## src/rtl/control_sequencer.sv

```systemverilog
// rtl/control_sequencer.sv - microcoded T-state control unit for the 8-bit bus CPU
//
// Steps through fetch (T0,T1) and per-opcode execute states (T2..T4) and
// decodes the bus enable / load / step strobes for the datapath.
//
// Ports:
//   clk, rst            - clock (advance on rising edge), async active-high reset
//   opcode              - instruction register upper nibble
//   carry_flag,zero_flag- latched flags used by JC / JZ
//   step                - current T-state (debug/display)
//   halted              - set by HLT, cleared only by rst
//   pc_*, mar_ie, ram_*, ir_*, a_*, b_ie, alu_*, flags_ie, out_ie
//                       - datapath strobes, combinational from state/opcode/flags
module control_sequencer #(
    parameter int OPCODE_WIDTH = 4,
    parameter int NUM_STEPS    = 5
) (
    input  logic                    clk,
    input  logic                    rst,
    input  logic [OPCODE_WIDTH-1:0] opcode,
    input  logic                    carry_flag,
    input  logic                    zero_flag,
    output logic [2:0]              step,
    output logic                    halted,
    output logic                    pc_oe,
    output logic                    pc_ie,
    output logic                    pc_step,
    output logic                    mar_ie,
    output logic                    ram_oe,
    output logic                    ram_ie,
    output logic                    ir_oe,
    output logic                    ir_ie,
    output logic                    a_oe,
    output logic                    a_ie,
    output logic                    b_ie,
    output logic                    alu_oe,
    output logic                    alu_sub,
    output logic                    flags_ie,
    output logic                    out_ie
);

    typedef enum logic [2:0] {
        T0 = 3'd0,
        T1 = 3'd1,
        T2 = 3'd2,
        T3 = 3'd3,
        T4 = 3'd4
    } t_state;

    localparam logic [OPCODE_WIDTH-1:0] OP_LDA = OPCODE_WIDTH'(4'h1);
    localparam logic [OPCODE_WIDTH-1:0] OP_ADD = OPCODE_WIDTH'(4'h2);
    localparam logic [OPCODE_WIDTH-1:0] OP_SUB = OPCODE_WIDTH'(4'h3);
    localparam logic [OPCODE_WIDTH-1:0] OP_STA = OPCODE_WIDTH'(4'h4);
    localparam logic [OPCODE_WIDTH-1:0] OP_LDI = OPCODE_WIDTH'(4'h5);
    localparam logic [OPCODE_WIDTH-1:0] OP_JMP = OPCODE_WIDTH'(4'h6);
    localparam logic [OPCODE_WIDTH-1:0] OP_JC  = OPCODE_WIDTH'(4'h7);
    localparam logic [OPCODE_WIDTH-1:0] OP_JZ  = OPCODE_WIDTH'(4'h8);
    localparam logic [OPCODE_WIDTH-1:0] OP_OUT = OPCODE_WIDTH'(4'hE);
    localparam logic [OPCODE_WIDTH-1:0] OP_HLT = OPCODE_WIDTH'(4'hF);

    // Highest legal T-state; anything at or beyond it wraps to T0.
    localparam logic [2:0] LAST_STEP = 3'(NUM_STEPS - 1);

    t_state r_step;
    logic   r_halted;
    t_state w_last;

    assign step   = r_step;
    assign halted = r_halted;

    // Final T-state of the current instruction. NOP, undefined opcodes and
    // all single-execute-cycle instructions finish in T2.
    always_comb begin
        w_last = T2;
        case (opcode)
            OP_LDA, OP_STA: w_last = T3;
            OP_ADD, OP_SUB: w_last = T4;
            default:        w_last = T2;
        endcase
    end

    always_ff @(posedge clk or posedge rst) begin
        if (rst) begin
            r_step   <= T0;
            r_halted <= 1'b0;
        end else if (!r_halted) begin
            if (r_step == T2 && opcode == OP_HLT) begin
                // Step stays at T2 while halted.
                r_halted <= 1'b1;
            end else if (r_step >= w_last || r_step >= LAST_STEP) begin
                r_step <= T0;
            end else begin
                r_step <= t_state'(r_step + 3'd1);
            end
        end
    end

    // Strobes are held low during reset and while halted, so they drop
    // immediately on an asynchronous reset without waiting for a clock.
    always_comb begin
        pc_oe    = 1'b0;
        pc_ie    = 1'b0;
        pc_step  = 1'b0;
        mar_ie   = 1'b0;
        ram_oe   = 1'b0;
        ram_ie   = 1'b0;
        ir_oe    = 1'b0;
        ir_ie    = 1'b0;
        a_oe     = 1'b0;
        a_ie     = 1'b0;
        b_ie     = 1'b0;
        alu_oe   = 1'b0;
        alu_sub  = 1'b0;
        flags_ie = 1'b0;
        out_ie   = 1'b0;
        if (!rst && !r_halted) begin
            case (r_step)
                T0: begin
                    pc_oe  = 1'b1;
                    mar_ie = 1'b1;
                end
                T1: begin
                    ram_oe  = 1'b1;
                    ir_ie   = 1'b1;
                    pc_step = 1'b1;
                end
                T2: begin
                    case (opcode)
                        OP_LDA, OP_ADD, OP_SUB, OP_STA: begin
                            ir_oe  = 1'b1;
                            mar_ie = 1'b1;
                        end
                        OP_LDI: begin
                            ir_oe = 1'b1;
                            a_ie  = 1'b1;
                        end
                        OP_JMP: begin
                            ir_oe = 1'b1;
                            pc_ie = 1'b1;
                        end
                        // Flags are read live so a same-cycle update is honoured.
                        OP_JC: begin
                            ir_oe = carry_flag;
                            pc_ie = carry_flag;
                        end
                        OP_JZ: begin
                            ir_oe = zero_flag;
                            pc_ie = zero_flag;
                        end
                        OP_OUT: begin
                            a_oe   = 1'b1;
                            out_ie = 1'b1;
                        end
                        default: ;
                    endcase
                end
                T3: begin
                    case (opcode)
                        OP_LDA: begin
                            ram_oe = 1'b1;
                            a_ie   = 1'b1;
                        end
                        OP_ADD, OP_SUB: begin
                            ram_oe = 1'b1;
                            b_ie   = 1'b1;
                        end
                        OP_STA: begin
                            a_oe   = 1'b1;
                            ram_ie = 1'b1;
                        end
                        default: ;
                    endcase
                end
                T4: begin
                    if (opcode == OP_ADD || opcode == OP_SUB) begin
                        alu_oe   = 1'b1;
                        a_ie     = 1'b1;
                        flags_ie = 1'b1;
                        alu_sub  = (opcode == OP_SUB);
                    end
                end
                default: ;
            endcase
        end
    end

endmodule

```

## config.mk

```make
export PLATFORM = sky130hd
export DESIGN_NAME = control_sequencer
export DESIGN_NICKNAME = d
export VERILOG_FILES = /design/src/rtl/control_sequencer.sv
export SDC_FILE = /design/constraint.sdc
export NUM_CORES = 1
export LEC_CHECK = 0
export BUFFER_PORTS_ARGS = -buffer_cell sky130_fd_sc_hd__buf_2
export CAP_MARGIN = 20
export CORE_MARGIN = 8
export CORE_UTILIZATION = 40
export CTS_CLUSTER_SIZE = 10
export DETAILED_ROUTE_END_ITERATION = 16
export PLACE_DENSITY = 0.75
export SYNTH_ARGS = -nofsm -noshare
export SYNTH_HDL_FRONTEND = slang
export SYNTH_SLANG_ARGS = --single-unit
```

## constraint.sdc

```tcl
create_clock -name clk -period 1.6 [get_ports clk]
set_clock_uncertainty 0.15 [all_clocks]
set_input_delay 0.4 -clock clk [delete_from_list [all_inputs] [get_ports clk]]
set_output_delay 0.4 -clock clk [all_outputs]
set_load 0.01 [all_outputs]
```

==> flow_metrics.tcl <==
set metrics [dict create \
    clkTransAtPathRegs_ps 40 \
    ir_worst_vdd_uv 1000 \
    start_kind "register" \
    cts-root-buf "clkbuf_4" \
    htreeDepth 1 \
    crit_type "register to output pin" \
    worstMarginPinSlew_ps 324 \
    ios 27 \
    ys_seq_elements 4 \
    worstPathArrival_ps 1670 \
    yosysTopAreaCell "dfrtp_1" \
    cp_max_fo 4 \
    setup_viol 18 \
    ys_types 38 \
    reg2reg_depth 5 \
    layout_min_cycle_time_ps 2220 \
    maxSlewHeadroom_pct 78.3 \
    first_pass_iters 4 \
    ant_nets 0 \
    critPathCaptureType "output pin" \
    fill_cells 121 \
    tns_ps -7140 \
    drtIter0Drc 15 \
    cts_made_buffers 3 \
    wl_per_cell_um 16.8 \
    r2r_slack_ps -140 \
    place_congestion 0.824 \
    viasPerCell 5.42 \
    avgSynthCellArea_sq_um 8.89 \
    p_leak_nw 0.567 \
    coreArea_sq_um 1690 \
    reg2reg_from "step[2]$_DFFE_PP0P_" \
    slowest_stage "dfrtp_2" \
    fin_ws_ps -617 \
    cp_data_required_time_ps 1050 \
    fin_nets 144 \
    timing.fmax_mhz 451 \
    wirelength_um 2410 \
    slew_violations 0 \
    power_density_nw_per_um2 1350 \
    final_area_sq_um 1230 \
    die_w_um 57.9 \
    layout-drive-gt1-share_pct 74.0 \
    cts_buffer_depth 2 \
    diodes 0 \
    hold_violations 0 \
    synth.most_common_cell "ha_1" \
    status "complete, but fails checks" \
    crit_path_max_incr_delay_ps 430 \
    min_period_over_period_pct 139 \
    cap_viol_max_count 0 \
    grt_overflow 0 \
    via_count 780 \
    async_reset_ff_share_pct 100 \
    grt.total_usage_pct 14.6 \
    grt_pass1_wl_um 3900 \
    die_y_um 57.9 \
    fp-row-count 15 \
    synth_ff_type "dfrtp_1" \
    cts_sinks 4 \
    path_cells "inv_4 > ha_4 > nor4b_4 > o41ai_2 > a211oi_2 > buf_2" \
    syn-cell-area_sq_um 702 \
    place_area_sq_um 1070 \
    pre_cts_ws_ps -444 \
    grt_pass1_vias 857 \
    hold_class "input pin to asynchronous set/reset pin" \
    worstReg2RegEnd "step[2]$_DFFE_PP0P_" \
    syn_to_final_growth_pct 74.9 \
    design.die.area_sq_um 3350 \
    rsz0062_at_grt "yes" \
    synth_top_area_share_pct 14.3 \
    cts_tree "yes" \
    netlist_instances 79 \
    antenna_found_initial 0 \
    synthTopCellsByCount "8 x ha_1, 7 x inv_1, 7 x nor2_1" \
    yosys_warnings 0 \
    io_buffers 26 \
    ys_seq_area_share_pct 14.3 \
    synth_nets 95 \
    start_util_pct 41.6 \
    grt_start_max_net_pins 10 \
    synth_edf_count 0 \
    dp_hpwl_um 1860 \
    ys_top_cells_by_area "dfrtp_1 14%, ha_1 14%, buf_6 4.8%" \
    violations "setup timing" \
    insertion_delay_ps 230 \
    drc 0 \
]
-- critical path: cells and delay by family (launching register included) --
family,cells,cell delay [ps]
compound gates,2,340
simple gates,1,290
flops,1,430
buf+inv,2,240
fa+ha+maj,1,130
-- power breakdown --
group / internal (mW) / leakage, nW / switching [mW]
combinational: 0.659 / 0.505 / 0.619
sequential: 0.156 / 0.0470 / 0.0827
clock: 0.0936 / 0.0150 / 0.0418
-- kinds of logic (layout without fill, tap and decap cells) --
| group | after synthesis | count (layout) | synth area share (%) |
|---|---|---|---|
| mux | 2 | 2 | 2.85 |
| xor+xnor | 1 | 1 | 1.25 |
| compound gates | 20 | 20 | 23.9 |
| simple gates | 30 | 30 | 31.0 |
| fa+ha+maj | 8 | 8 | 14.3 |
| flops | 4 | 4 | 14.3 |
| buf+inv | 14 | 62 | 12.5 |
-- final cells by class --
cell class	instances	area [sq um]	share of cell area, %
Inverter	7	31.3	2.55
Multi-Input combinational cell	61	682	55.6
Tap cell	17	21.3	1.73
Sequential cell	4	104	8.46
Timing Repair Buffer	51	363	29.6
Clock buffer	4	26.3	2.14
-- state kept, by name, indices dropped and copies added, names as in the netlist --
name and cells:
halted 1, step 3
-- stage by stage --
step | power, mW | hold WS, ps | cells | utilization (%)
after floorplan | 0.933 | 15.9 | 79 | -
after global placement | 1.25 | 345 | 136 | 63.6
after detailed placement | 1.28 | 354 | 136 | 63.6
after CTS | 1.63 | 104 | 144 | 72.3
after global routing | 1.77 | 124 | 144 | 72.7
final | 1.65 | 111 | 144 | 72.7
-- layout by cell type, fill, tap and decap left out, types with 2 or more instances in the layout --
cell type,instances
ha_2,2
buf_2,22
inv_4,2
a211oi_2,2
nor2_1,3
nor4b_4,2
inv_1,3
clkbuf_4,3
o211ai_1,3
buf_6,4
ha_4,5
buf_4,23
inv_2,2
mux2i_1,2
nor3_4,2
o41ai_2,2
dfrtp_2,3
nor2_2,3
a21oi_2,2
nand2_1,5
-- layer usage --
layer / up-vias / routed length, um / track usage, %
met3: 8 / 142 / 3.09
met5: - / 0 / 0
met4: 0 / 89 / 8.74
li1: 386 / - / -
met2: 29 / 1210 / 25.2
met1: 357 / 969 / 15.8
-- how the worst max path moves through the flow --
stage | from | end | slack [ps] | depth (start not counted)
2_1_floorplan | step[0]$_DFFE_PP0P_ | ir_oe | -280 | 5
3_3_place_gp | step[0]$_DFFE_PP0P_ | a_ie | -370 | 6
3_5_place_dp | step[0]$_DFFE_PP0P_ | ir_oe | -440 | 6
4_1_cts | step[0]$_DFFE_PP0P_ | ir_oe | -630 | 6
5_1_grt | step[0]$_DFFE_PP0P_ | ir_oe | -700 | 6
6_report | step[0]$_DFFE_PP0P_ | ir_oe | -620 | 6
-- what timing repair did --
item / in CTS / in global routing
gates resized for setup: 15 / 2
endpoints found under the hold margin: 0 / 0
hold buffers: 0 / 0
cloned: 0 / 0
endpoints found under the setup margin: 18 / 19
pin swaps: 5 / 2
buffers inserted: 4 / 0
Note: power is estimated with default switching activity, not from simulation.
